### config.mk
export PLATFORM = sky130hd
export DESIGN_NAME = player_move_ctrl
export DESIGN_NICKNAME = d
export VERILOG_FILES = /design/src/rtl/player_pkg.sv /design/src/rtl/player_step_calc.sv /design/src/rtl/player_move_ctrl.sv
export SDC_FILE = /design/constraint.sdc
export NUM_CORES = 1
export LEC_CHECK = 0
export BUFFER_PORTS_ARGS = -buffer_cell sky130_fd_sc_hd__buf_2
export CAP_MARGIN = 20
export CORE_AREA = 2 2 112 114
export CTS_BUF_LIST = sky130_fd_sc_hd__clkbuf_16
export DETAILED_ROUTE_END_ITERATION = 6
export DIE_AREA = 0 0 114 116
export SYNTH_ARGS = -nofsm -noshare
export SYNTH_HDL_FRONTEND = slang
export SYNTH_HIERARCHICAL = 1
export SYNTH_SLANG_ARGS = --single-unit
### constraint.sdc
create_clock -name clk -period 5.6 [get_ports clk]
set_input_delay 0.28 -clock clk [delete_from_list [all_inputs] [get_ports clk]]
set_output_delay 0.28 -clock clk [all_outputs]
set_load 0.1 [all_outputs]
### src/rtl/player_pkg.sv
// Shared types and default geometry for the player movement sequencer.
package player_pkg;

  typedef enum logic [1:0] {S_BOOT, S_IDLE, S_ERASE, S_DRAW} state_t;

  localparam int X_W = 10;
  localparam int Y_W = 9;

  localparam int STEP_DEF   = 10;
  localparam int X_MIN_DEF  = 0;
  localparam int X_MAX_DEF  = 630;
  localparam int Y_MIN_DEF  = 0;
  localparam int Y_MAX_DEF  = 470;
  localparam int X_INIT_DEF = 320;
  localparam int Y_INIT_DEF = 240;
  localparam int REPEAT_DEF = 4;

endpackage

### src/rtl/player_step_calc.sv
// Combinational next-position calculator with direction priority and
// saturation at the playfield limits.
module player_step_calc
  import player_pkg::*;
#(
  parameter int STEP  = STEP_DEF,
  parameter int X_MIN = X_MIN_DEF,
  parameter int X_MAX = X_MAX_DEF,
  parameter int Y_MIN = Y_MIN_DEF,
  parameter int Y_MAX = Y_MAX_DEF
) (
  input  logic [X_W-1:0] pos_x,
  input  logic [Y_W-1:0] pos_y,
  input  logic           left,
  input  logic           right,
  input  logic           up,
  input  logic           down,
  output logic [X_W-1:0] tgt_x,
  output logic [Y_W-1:0] tgt_y
);

  // One bit of headroom below zero so a step past the edge cannot wrap.
  localparam int C_W = 11;
  localparam logic signed [C_W-1:0] STEP_S  = C_W'(STEP);
  localparam logic signed [C_W-1:0] X_MIN_S = C_W'(X_MIN);
  localparam logic signed [C_W-1:0] X_MAX_S = C_W'(X_MAX);
  localparam logic signed [C_W-1:0] Y_MIN_S = C_W'(Y_MIN);
  localparam logic signed [C_W-1:0] Y_MAX_S = C_W'(Y_MAX);

  logic signed [C_W-1:0] px_s, py_s, nx_s, ny_s;

  always_comb begin
    px_s = {1'b0, pos_x};
    py_s = {2'b00, pos_y};
    nx_s = px_s;
    ny_s = py_s;
    if (left) begin
      nx_s = px_s - STEP_S;
      if (nx_s < X_MIN_S) nx_s = X_MIN_S;
    end else if (right) begin
      nx_s = px_s + STEP_S;
      if (nx_s > X_MAX_S) nx_s = X_MAX_S;
    end
    if (up) begin
      ny_s = py_s - STEP_S;
      if (ny_s < Y_MIN_S) ny_s = Y_MIN_S;
    end else if (down) begin
      ny_s = py_s + STEP_S;
      if (ny_s > Y_MAX_S) ny_s = Y_MAX_S;
    end
    tgt_x = nx_s[X_W-1:0];
    tgt_y = ny_s[Y_W-1:0];
  end

endmodule

### src/rtl/player_move_ctrl.sv
// Player position owner: frame-rate sampled moves with auto-repeat and a
// two-phase erase/draw request to the renderer over req/ack.
module player_move_ctrl
  import player_pkg::*;
#(
  parameter int STEP          = STEP_DEF,
  parameter int X_MIN         = X_MIN_DEF,
  parameter int X_MAX         = X_MAX_DEF,
  parameter int Y_MIN         = Y_MIN_DEF,
  parameter int Y_MAX         = Y_MAX_DEF,
  parameter int X_INIT        = X_INIT_DEF,
  parameter int Y_INIT        = Y_INIT_DEF,
  parameter int REPEAT_FRAMES = REPEAT_DEF
) (
  input  logic           clk,
  input  logic           reset,
  input  logic           frame_tick,
  input  logic           left,
  input  logic           right,
  input  logic           up,
  input  logic           down,
  input  logic           respawn,
  output logic           draw_req,
  output logic           draw_erase,
  output logic [X_W-1:0] draw_x,
  output logic [Y_W-1:0] draw_y,
  input  logic           draw_ack,
  output logic [X_W-1:0] pos_x,
  output logic [Y_W-1:0] pos_y,
  output logic           busy
);

  localparam int RC_W = $clog2(REPEAT_FRAMES + 1);
  localparam logic [X_W-1:0]  X_INIT_V = X_W'(X_INIT);
  localparam logic [Y_W-1:0]  Y_INIT_V = Y_W'(Y_INIT);
  localparam logic [RC_W-1:0] RC_LOAD  = RC_W'(REPEAT_FRAMES - 1);

  state_t          state;
  logic [RC_W-1:0] repeat_cnt;
  logic            respawn_pend;
  logic [X_W-1:0]  tgt_x, calc_x, cand_x;
  logic [Y_W-1:0]  tgt_y, calc_y, cand_y;
  logic            tgt_resp, cand_resp, cand_move, any_dir;

  player_step_calc #(
    .STEP (STEP),
    .X_MIN(X_MIN),
    .X_MAX(X_MAX),
    .Y_MIN(Y_MIN),
    .Y_MAX(Y_MAX)
  ) u_step (
    .pos_x(pos_x),
    .pos_y(pos_y),
    .left (left),
    .right(right),
    .up   (up),
    .down (down),
    .tgt_x(calc_x),
    .tgt_y(calc_y)
  );

  // Candidate target for a frame tick taken in S_IDLE; a pending respawn wins.
  always_comb begin
    any_dir   = left | right | up | down;
    cand_x    = pos_x;
    cand_y    = pos_y;
    cand_resp = 1'b0;
    if (respawn_pend) begin
      cand_x    = X_INIT_V;
      cand_y    = Y_INIT_V;
      cand_resp = 1'b1;
    end else if (any_dir && repeat_cnt == '0) begin
      cand_x = calc_x;
      cand_y = calc_y;
    end
    cand_move = (cand_x != pos_x) || (cand_y != pos_y);
  end

  assign busy = (state != S_IDLE);

  always_ff @(posedge clk) begin
    if (reset) begin
      state        <= S_BOOT;
      draw_req     <= 1'b0;
      draw_erase   <= 1'b0;
      draw_x       <= X_INIT_V;
      draw_y       <= Y_INIT_V;
      pos_x        <= X_INIT_V;
      pos_y        <= Y_INIT_V;
      repeat_cnt   <= '0;
      respawn_pend <= 1'b0;
      tgt_resp     <= 1'b0;
    end else begin
      case (state)
        S_BOOT: begin
          if (draw_req && draw_ack) begin
            draw_req <= 1'b0;
            state    <= S_IDLE;
          end else begin
            draw_req   <= 1'b1;
            draw_erase <= 1'b0;
            draw_x     <= X_INIT_V;
            draw_y     <= Y_INIT_V;
          end
        end
        S_IDLE: begin
          if (frame_tick) begin
            if (!respawn_pend) begin
              if (!any_dir)               repeat_cnt <= '0;
              else if (repeat_cnt == '0)  repeat_cnt <= RC_LOAD;
              else                        repeat_cnt <= repeat_cnt - RC_W'(1);
            end
            if (cand_move) begin
              state      <= S_ERASE;
              tgt_x      <= cand_x;
              tgt_y      <= cand_y;
              tgt_resp   <= cand_resp;
              draw_req   <= 1'b1;
              draw_erase <= 1'b1;
              draw_x     <= pos_x;
              draw_y     <= pos_y;
            end else begin
              respawn_pend <= 1'b0;
            end
          end
        end
        S_ERASE: begin
          if (draw_req && draw_ack) begin
            draw_req <= 1'b0;
            state    <= S_DRAW;
          end
        end
        S_DRAW: begin
          // Entered with draw_req low, which gives the mandatory gap cycle.
          if (draw_req && draw_ack) begin
            draw_req <= 1'b0;
            pos_x    <= tgt_x;
            pos_y    <= tgt_y;
            if (tgt_resp) respawn_pend <= 1'b0;
            state    <= S_IDLE;
          end else if (!draw_req) begin
            draw_req   <= 1'b1;
            draw_erase <= 1'b0;
            draw_x     <= tgt_x;
            draw_y     <= tgt_y;
          end
        end
        default: state <= S_BOOT;
      endcase
      // A new respawn request always survives a same-cycle clear.
      if (respawn) respawn_pend <= 1'b1;
    end
  end

endmodule

==> reports/metrics.cfg, run 1 <==
[run_status]
status = finished, final reports clean

[floorplan]
die_w_um = 114
initial_core_util = 0.398
fp.dieH_um = 116
dieArea_mm2 = 0.0132
io_pins = 50
core_mm2 = 0.0119
num_rows = 40

[route]
num_vias = 4839
vias_per_cell = 6.24
drt_iter0_markers = 503
drtAntennaViolNets = 0
drc_errors = 0
wirelength_mm = 15.0
dr.pass1.iters = 5
wl_per_cell_um = 19.4

[worst_setup_path]
slowest_stage = dfxtp_1
startpoint_type = flip-flop
r2r_start = pos_x[2]$_SDFFE_PP0P_
reg2reg_to = draw_erase$_SDFFE_PP0P_
path_buf_inv = 0
critPathArrivalTime_ns = 5.00
cp_top_family = compound AO/OA/AOI/OAI gates
crit_required_ns = 5.82
cp_max_fo = 16
reg2reg_depth = 14
worstPathCellList = ha_1, o211ai_1, xnor2_1, a2111o_1, a221oi_4, a21oi_1, nor3_1, nor2b_1, a2111oi_0, a211oi_1, nor3_2, nand3_1, nand3_2, o2bb2ai_1
reg2reg_slack_ns = 0.82
crit_type = reg2reg
max_stage_delay_ns = 0.69
crit_path_end_kind = flip-flop

[logic_synthesis]
yosys.area.top_type = dfxtp_1
synth.top_cell.area_share = 0.198
netlist_area_mm2 = 0.00474
ys_seq_area_frac = 0.319
async_flop_share = 0
synth_edf_count = 19
avgSynthCellArea_um2 = 8.04
synthesis.instances = 590
yosysWarnings = 6
synth_area_leaders = dfxtp_1, edfxtp_1, nand2_1, a21oi_1, ha_1
syn_nets = 612
synth_cell_type_count = 80
ys_ff_latch = 66
synth-main-ff-cell = dfxtp_1

[sta]
slew_headroom = 0.389
worst_pin_slew_ns = 0.908
slew_violations = 0
max_freq_mhz = 209
rsz0062_at_grt = no
setup_tns_ns = 0
hold_ws_ns = 0.245
fin_crit_ns = 4.78
finalCritPeriodShare = 0.853
clock_skew_ns = 0.00742
hold_viol_final = 0
setup_viol = 0

[grt]
antenna_found_initial = 0
overflow = 0
grt_pass1_wl_mm = 23.5
first_global_vias = 4401
grt_util_all_layers = 0.225
grt_max_degree = 51

[power]
p_sw_frac = 0.478
p_leak_nw = 2.06
powerDensity_mw_per_mm2 = 429
vdd_drop_max_mv = 0.159
p_sw_mw = 1.10
p_int_mw = 1.20
p_clk_frac = 0.254
p_seq_frac = 0.282
power_frac_comb = 0.464

[finish]
drive_above_1_share = 0.169
final_common_cell = nand2_1
final_cell_mix = nand2_1, a21oi_1, buf_2
antenna_cells = 0
nNetsFinal = 645
area_growth_pct = 13.0
utilization = 0.450

[clocking]
path_clk_slew_ns = 0.06
h-tree-depth = 3
clk_latency_ns = 0.33
root_buffer = clkbuf_16
cts_tree = done
holdBufCountCts = 0
cts_setup_buffers = 0
cts_sinks = 66
cts_buffer_depth = 2
cts_buffers = 9
cts_resized = 0

[worst_hold_path]
hp-class = in2reg
whs_path_depth = 3
hold_end = respawn_pend$_SDFFE_PP0P_
hp-start = respawn

[flow_run]
drv_cap = 0

[placement]
portBuffers = 49
dp_hpwl_mm = 10.5
gp_congestion = 0.971

-- synth_stat cells, drive strengths merged (3+ instances only) --
master / instances
nand3: 13
a211oi: 9
o22ai: 15
o211ai: 8
xnor2: 6
a21oi: 53
o21ai: 15
nand2: 85
a222oi: 3
nor3: 12
mux2i: 7
a2111oi: 4
and3: 8
buf: 8
a41o: 4
a31oi: 22
o21a: 5
xor2: 3
a221oi: 8
nand4: 5
o31ai: 4
nor2b: 11
a21o: 6
a311oi: 13
a22oi: 15
or3: 3
nor4: 5
ha: 13
a211o: 3
o2111ai: 3
nand3b: 6
dfxtp: 47
nand2b: 6
clkbuf: 31
inv: 39
nor2: 36
o32ai: 3
edfxtp: 19
-- layout make-up --
class,instances,area [um^2]
clock buffers,11,275
fillers,1200,6550
multi-input cells,446,2850
flip-flops and latches,66,1510
well taps,147,184
inverters,39,149
clock inverters,5,40.0
repair buffers,61,349
-- per-stage QoR --
| stage | area [um^2] | total power [mW] | std cells | setup slack (ns) |
|---|---|---|---|---|
| floorplan | 4740 | 1.53 | 590 | 0.301 |
| global placement | 5010 | 1.68 | 757 | 1.07 |
| detailed placement | 5010 | 1.69 | 757 | 0.922 |
| CTS | 5330 | 2.28 | 773 | 0.867 |
| global route | 5360 | 2.40 | 775 | 0.382 |
| finish | 5360 | 2.30 | 775 | 0.822 |
-- power by group through the flow --
| stage | Clock [mW] | Sequential (mW) | Combinational [mW] |
|---|---|---|---|
| floorplan | 0 | 1.04 | 0.486 |
| detailed placement | 0 | 0.657 | 1.04 |
| global placement | 0 | 0.652 | 1.03 |
| CTS | 0.594 | 0.647 | 1.04 |
| finish | 0.584 | 0.647 | 1.07 |
| global route | 0.612 | 0.657 | 1.13 |
-- state kept, by name, summed over array words and instances, names as in the netlist --
register / cells
draw_x: 10
tgt_x: 10
draw_y: 9
draw_erase: 1
repeat_cnt: 3
state: 2
pos_x: 10
pos_y: 9
tgt_resp: 1
respawn_pend: 1
draw_req: 1
tgt_y: 9
-- worst max-delay path by stage --
| stage | startpoint | endpoint | slack [ns] | depth (start not counted) |
|---|---|---|---|---|
| 6_report | pos_x[2]$_SDFFE_PP0P_ | draw_erase$_SDFFE_PP0P_ | 0.82 | 14 |
| 5_1_grt | pos_x[2]$_SDFFE_PP0P_ | draw_y[4]$_SDFFE_PP1P_ | 0.38 | 14 |
| 4_1_cts | pos_x[2]$_SDFFE_PP0P_ | draw_y[4]$_SDFFE_PP1P_ | 0.87 | 14 |
| 3_5_place_dp | pos_x[2]$_SDFFE_PP0P_ | draw_erase$_SDFFE_PP0P_ | 0.92 | 14 |
| 3_3_place_gp | pos_x[2]$_SDFFE_PP0P_ | draw_y[6]$_SDFFE_PP1P_ | 1.07 | 14 |
| 2_1_floorplan | pos_x[2]$_SDFFE_PP0P_ | tgt_x[0]$_DFFE_PP_ | 0.30 | 14 |
-- layer usage --
metal / up-vias / part of all wire / GRT usage
li1: 2283 / - / -
met1: 2306 / 0.44 / 0.308
met2: 219 / 0.47 / 0.364
met3: 31 / 0.071 / 0.0403
met4: 0 / 0.021 / 0.0675
met5: - / 0 / 0
-- kinds of logic after synthesis --
kind of cell             after synthesis  synth area share
flip-flops                            66             0.319
AO/OA/AOI/OAI                        215             0.327
AND/OR/NAND/NOR                      202             0.207
adder cells (fa/ha/maj)               13            0.0343
XOR/XNOR                               9            0.0166
buffers and inverters                 78            0.0810
multiplexers                           7            0.0148
-- tightest hold or removal path, cell delays in order --
cell,delay (ns)
buf_2,0.11
nor2_1,0.09
a211oi_1,0.05
(Power assumes the default switching activity.)
==> run 2, diff against run 1 <==
CORE_AREA = 4 4 114 116   (was 2 2 112 114)
DIE_AREA = 0 0 118 120   (was 0 0 114 116)
==> reports/metrics.cfg, run 2 (synthesis gave the netlist of run 1 again) <==
[sta]
slew_headroom = 0.300  ; was 0.389
slew_violations = 0  ; unchanged
finalCritPeriodShare = 0.855  ; was 0.853
worst_pin_slew_ns = 1.05  ; was 0.908 ns
rsz0062_at_grt = no  ; unchanged
clock_skew_ns = 0.00926  ; was 0.00742 ns
fin_crit_ns = 4.79  ; was 4.78 ns
setup_tns_ns = 0  ; unchanged
max_freq_mhz = 209  ; about the same
setup_viol = 0  ; unchanged
hold_ws_ns = 0.242  ; was 0.245 ns
hold_viol_final = 0  ; unchanged

[worst_setup_path]
cp_common_cell = a2111o_1
max_stage_delay_ns = 0.69  ; about the same
slowest_stage = dfxtp_1  ; unchanged
crit_required_ns = 5.85  ; was 5.82 ns
critPathArrivalTime_ns = 5.04  ; was 5.00 ns
crit_type = reg2reg  ; unchanged
cp.depth = 14  ; unchanged
worstPathCellList = ha_1, o211ai_1, xnor2_1, a2111o_1, a221oi_4, a2111o_1, o21ai_1, inv_1, o22ai_1, a2111oi_0, a41o_1, nand3_1, nand3_2, mux2i_1  ; was ha_1, o211ai_1, xnor2_1, a2111o_1, a221oi_4, a21oi_1, nor3_1, nor2b_1, a2111oi_0, a211oi_1, nor3_2, nand3_1, nand3_2, o2bb2ai_1
r2r_start = pos_x[2]$_SDFFE_PP0P_  ; unchanged
reg2reg_depth = 14  ; unchanged
cp_top_family = compound AO/OA/AOI/OAI gates  ; unchanged
startpoint_type = flip-flop  ; unchanged
reg2reg_slack_ns = 0.81  ; was 0.82 ns
cp_max_fo = 16  ; unchanged
path_buf_inv = 1  ; was 0
crit_path_end_kind = flip-flop  ; unchanged
reg2reg_to = draw_x[8]$_SDFFE_PP1P_  ; was draw_erase$_SDFFE_PP0P_

[finish]
final_common_cell = nand2_1  ; unchanged
nNetsFinal = 642  ; was 645
drive_above_1_share = 0.162  ; was 0.169
antenna_cells = 0  ; unchanged
final_cell_mix = nand2_1, a21oi_1, buf_2  ; unchanged
reg_top3 = draw_x: 10 flops, pos_x: 10 flops, tgt_x: 10 flops  ; unchanged
area_growth_pct = 11.8  ; was 13.0%

[floorplan]
dieArea_mm2 = 0.0142  ; was 0.0132 mm^2
core_mm2 = 0.0119  ; unchanged
io_pins = 50  ; unchanged
initial_core_util = 0.398  ; unchanged
num_rows = 40  ; unchanged
die_w_um = 118  ; was 114 um
fp.dieH_um = 120  ; was 116 um

[clocking]
cts_tree = done  ; unchanged
root_buffer = clkbuf_16  ; unchanged
h-tree-depth = 3  ; unchanged
cts_sinks = 66  ; unchanged
path_clk_slew_ns = 0.06  ; about the same
clk_latency_ns = 0.33  ; about the same
cts_setup_buffers = 0  ; unchanged
holdBufCountCts = 0  ; unchanged
cts_buffers = 9  ; unchanged
cts_resized = 0  ; unchanged
cts_buffer_depth = 2  ; unchanged

[route]
drtAntennaViolNets = 0  ; unchanged
num_vias = 4833  ; was 4839
drc_errors = 0  ; unchanged
dr.pass1.iters = 5  ; unchanged
wirelength_mm = 14.8  ; was 15.0 mm
drt_iter0_markers = 575  ; was 503
vias_per_cell = 6.26  ; was 6.24
wl_per_cell_um = 19.2  ; was 19.4 um

[grt]
grt_max_degree = 51  ; unchanged
overflow = 0  ; unchanged
grt_util_all_layers = 0.208  ; was 0.225
first_global_vias = 4574  ; was 4401
antenna_found_initial = 0  ; unchanged
grt_pass1_wl_mm = 24.3  ; was 23.5 mm

[power]
p_int_mw = 1.16  ; was 1.20 mW
p_seq_frac = 0.287  ; was 0.282
p_leak_nw = 2.03  ; was 2.06 nW
power_frac_comb = 0.471  ; was 0.464
p_clk_frac = 0.242  ; was 0.254
p_sw_mw = 1.09  ; was 1.10 mW
vdd_drop_max_mv = 0.161  ; was 0.159 mV
powerDensity_mw_per_mm2 = 425  ; was 429 mW/mm^2
p_sw_frac = 0.483  ; was 0.478

[flow_run]
drv_cap = 0  ; unchanged

[worst_hold_path]
hold_end = respawn_pend$_SDFFE_PP0P_  ; unchanged
whs_path_depth = 3  ; unchanged
hp-start = respawn  ; unchanged
hp-class = in2reg  ; unchanged

[run_status]
status = finished, final reports clean  ; unchanged

[placement]
gp_congestion = 0.943  ; was 0.971
portBuffers = 49  ; unchanged
dp_hpwl_mm = 10.2  ; was 10.5 mm

run 2: cell type report:
cell class                 count  area [um^2]
tap                          147          184
inverter                      39          149
clock inverter                 6         37.5
sequential                    66         1510
timing repair buffer          58          320
multi-input combinational    446         2850
fill                        1228         6610
clock buffer                  10          250
run 2: worst max-delay path by stage:
| stage | start | endpoint | slack [ns] |
|---|---|---|---|
| after floorplan | pos_x[2]$_SDFFE_PP0P_ | tgt_x[0]$_DFFE_PP_ | 0.30 |
| after global placement | pos_x[2]$_SDFFE_PP0P_ | draw_erase$_SDFFE_PP0P_ | 1.06 |
| after detailed placement | pos_x[2]$_SDFFE_PP0P_ | draw_x[8]$_SDFFE_PP1P_ | 0.89 |
| after CTS | pos_x[2]$_SDFFE_PP0P_ | draw_y[7]$_SDFFE_PP1P_ | 0.86 |
| after global routing | pos_x[2]$_SDFFE_PP0P_ | draw_y[5]$_SDFFE_PP1P_ | 0.37 |
| final | pos_x[2]$_SDFFE_PP0P_ | draw_x[8]$_SDFFE_PP1P_ | 0.81 |
run 2: stage by stage:
step | setup slack (ns) | instance area, um^2 | total power [mW] | instances | utilization
after global placement | 1.06 | 4990 | 1.68 | 754 | 0.419
after detailed placement | 0.894 | 4990 | 1.69 | 754 | 0.419
final | 0.813 | 5300 | 2.25 | 772 | 0.445
after global routing | 0.374 | 5300 | 2.35 | 772 | 0.445
after CTS | 0.864 | 5280 | 2.23 | 770 | 0.443
after floorplan | 0.301 | 4740 | 1.53 | 590 | -
run 2: tightest hold or removal path: stages:
cell	delay, ns
buf_2	0.12
nor2_1	0.08
a211oi_1	0.05
run 2: power by group through the flow:
stage	clock network (mW)	logic [mW]	registers [mW]
5_1_grt	0.565	1.13	0.658
3_3_place_gp	0	1.03	0.651
4_1_cts	0.549	1.04	0.646
3_5_place_dp	0	1.04	0.656
2_1_floorplan	0	0.486	1.04
6_report	0.545	1.06	0.646
run 2: layer usage:
metal | part of all wire | global-route usage
met3 | 0.075 | 0.0368
met1 | 0.45 | 0.290
met2 | 0.45 | 0.329
met4 | 0.019 | 0.0615
met5 | 0 | 0
==> run 3, diff against run 2 <==
CELL_PAD_IN_SITES_DETAIL_PLACEMENT = 1   (was unset)
CELL_PAD_IN_SITES_GLOBAL_PLACEMENT = 1   (was unset)
PLACE_DENSITY_LB_ADDON = 0.1   (was unset)
TNS_END_PERCENT = 1   (was unset)
==> reports/metrics.cfg, run 3 (synthesis gave the netlist of run 1 again) <==
[worst_setup_path]
slowest_stage = dfxtp_1  ; unchanged
r2r_start = pos_x[2]$_SDFFE_PP0P_  ; unchanged
worstPathCellList = ha_1, o211ai_1, xnor2_1, a2111o_1, a221oi_4, o22ai_1, a2111oi_0, a211oi_1, nor3_2, nand3_1, nand3_2, mux2i_1  ; was ha_1, o211ai_1, xnor2_1, a2111o_1, a221oi_4, a2111o_1, o21ai_1, inv_1, o22ai_1, a2111oi_0, a41o_1, nand3_1, nand3_2, mux2i_1
max_stage_delay_ns = 0.73  ; was 0.69 ns
critPathArrivalTime_ns = 5.12  ; was 5.04 ns
crit_path_end = draw_y[4]$_SDFFE_PP1P_  ; was draw_x[8]$_SDFFE_PP1P_
crit_type = reg2reg  ; unchanged
reg2reg_depth = 12  ; was 14
reg2reg_to = draw_y[4]$_SDFFE_PP1P_  ; was draw_x[8]$_SDFFE_PP1P_
startpoint_type = flip-flop  ; unchanged
cp_max_fo = 16  ; unchanged
reg2reg_slack_ns = 0.74  ; was 0.81 ns
crit_required_ns = 5.86  ; was 5.85 ns
crit_start = pos_x[2]$_SDFFE_PP0P_  ; unchanged
crit_path_end_kind = flip-flop  ; unchanged

[clocking]
root_buffer = clkbuf_16  ; unchanged
cts_tree = done  ; unchanged
cts_resized = 0  ; unchanged
cts_buffer_depth = 2  ; unchanged
clk_latency_ns = 0.34  ; was 0.33 ns
h-tree-depth = 3  ; unchanged
cts_buffers = 9  ; unchanged
path_clk_slew_ns = 0.06  ; about the same
cts_setup_buffers = 0  ; unchanged
cts_sinks = 66  ; unchanged
holdBufCountCts = 0  ; unchanged

[floorplan]
io_pins = 50  ; unchanged
num_rows = 40  ; unchanged
die_w_um = 118  ; unchanged
fp.dieH_um = 120  ; unchanged
core_mm2 = 0.0119  ; unchanged
dieArea_mm2 = 0.0142  ; unchanged
initial_core_util = 0.398  ; unchanged

[route]
drc_errors = 0  ; unchanged
num_vias = 4896  ; was 4833
drt_iter0_markers = 308  ; was 575
dr.pass1.iters = 5  ; unchanged
wirelength_mm = 17.1  ; was 14.8 mm
vias_per_cell = 6.29  ; was 6.26
wl_per_cell_um = 21.9  ; was 19.2 um
drtAntennaViolNets = 0  ; unchanged

[sta]
rsz0062_at_grt = no  ; unchanged
max_freq_mhz = 206  ; was 209 MHz
slew_violations = 0  ; unchanged
hold_viol_final = 0  ; unchanged
setup_tns_ns = 0  ; unchanged
slew_headroom = 0.342  ; was 0.300
fin_crit_ns = 4.86  ; was 4.79 ns
clock_skew_ns = 0.00658  ; was 0.00926 ns
setup_viol = 0  ; unchanged
finalCritPeriodShare = 0.868  ; was 0.855
worst_pin_slew_ns = 0.987  ; was 1.05 ns

[finish]
antenna_cells = 0  ; unchanged
nNetsFinal = 648  ; was 642
area_growth_pct = 13.7  ; was 11.8%
final_cell_mix = nand2_1, a21oi_1, buf_2  ; unchanged
reg_top3 = draw_x: 10 flops, pos_x: 10 flops, tgt_x: 10 flops  ; unchanged
n_fill_cell = 1457  ; was 1228
utilization = 0.452  ; was 0.445
final_common_cell = nand2_1  ; unchanged
final_cell_area_mm2 = 0.00539  ; was 0.00530 mm^2
drive_above_1_share = 0.168  ; was 0.162

[grt]
overflow = 0  ; unchanged
grt_max_degree = 51  ; unchanged
grt_util_all_layers = 0.244  ; was 0.208
first_global_vias = 4948  ; was 4574
antenna_found_initial = 0  ; unchanged
grt_pass1_wl_mm = 27.6  ; was 24.3 mm

[placement]
placed_area_mm2 = 0.00504  ; was 0.00499 mm^2
dp_hpwl_mm = 11.9  ; was 10.2 mm
gp_congestion = 0.903  ; was 0.943
portBuffers = 49  ; unchanged

[worst_hold_path]
hp-class = in2reg  ; unchanged

[power]
power.total_mw = 2.37  ; was 2.25 mW
p_leak_nw = 2.08  ; was 2.03 nW
powerDensity_mw_per_mm2 = 440  ; was 425 mW/mm^2
vdd_drop_max_mv = 0.218  ; was 0.161 mV

[run_status]
status = finished, final reports clean  ; unchanged

[flow_run]
drv_cap = 0  ; unchanged

==> run 3: changes by cell type in the layout (fill, tap and decap cells not counted), sizes merged <==
cell	before	now
buf	58	64
inv	43	40
bufinv	0	2
clkinv	2	3
==> run 3: cell type report <==
type,count,area [um^2],share of cell area
Inverter,39,149,0.0276
Tap cell,147,184,0.0341
Clock buffer,10,250,0.0464
Multi-Input combinational cell,446,2850,0.529
Clock inverter,6,80.1,0.0149
Sequential cell,66,1510,0.280
Timing Repair Buffer,64,365,0.0678
==> run 3: worst min-delay path by stage <==
stage,depth (start not counted),start,to
floorplan,2,frame_tick,tgt_resp$_SDFFE_PP0P_
global placement,2,repeat_cnt[1]$_SDFFE_PP0P_,repeat_cnt[1]$_SDFFE_PP0P_
detailed placement,1,tgt_y[4]$_DFFE_PP_,pos_y[4]$_SDFFE_PP1P_
CTS,3,respawn,respawn_pend$_SDFFE_PP0P_
global route,3,respawn,respawn_pend$_SDFFE_PP0P_
finish,3,respawn,respawn_pend$_SDFFE_PP0P_
==> run 3: metrics by stage <==
| step | hold WS (ns) | instances | setup WS, ns |
|---|---|---|---|
| 3_5_place_dp | 0.482 | 760 | 0.785 |
| 4_1_cts | 0.217 | 776 | 0.767 |
| 3_3_place_gp | 0.474 | 760 | 1.02 |
| 5_1_grt | 0.218 | 778 | 0.195 |
| 6_report | 0.228 | 778 | 0.737 |
| 2_1_floorplan | 0.439 | 590 | 0.301 |
==> run 3: power breakdown <==
group | switching (mW) | internal, mW
clock | 0.227 | 0.413
sequential | 0.0584 | 0.582
combinational | 0.829 | 0.260
total | 1.11 | 1.26
==> run 3: per-layer routing <==
metal / vias up / share of wire / GRT usage
li1: 2288 / - / -
met1: 2452 / 0.44 / 0.316
met2: 130 / 0.50 / 0.413
met3: 26 / 0.043 / 0.0434
met4: 0 / 0.019 / 0.0747
met5: - / 0 / 0
==> run 3: worst max-delay path, delay by kind of cell, from the launching register on <==
kind,cells,cell delay [ns]
XOR/XNOR,1,0.20
flip-flops,1,0.73
multiplexers,1,0.23
AND/OR/NAND/NOR,3,1.21
AO/OA/AOI/OAI,6,2.02
adder cells (fa/ha/maj),1,0.40
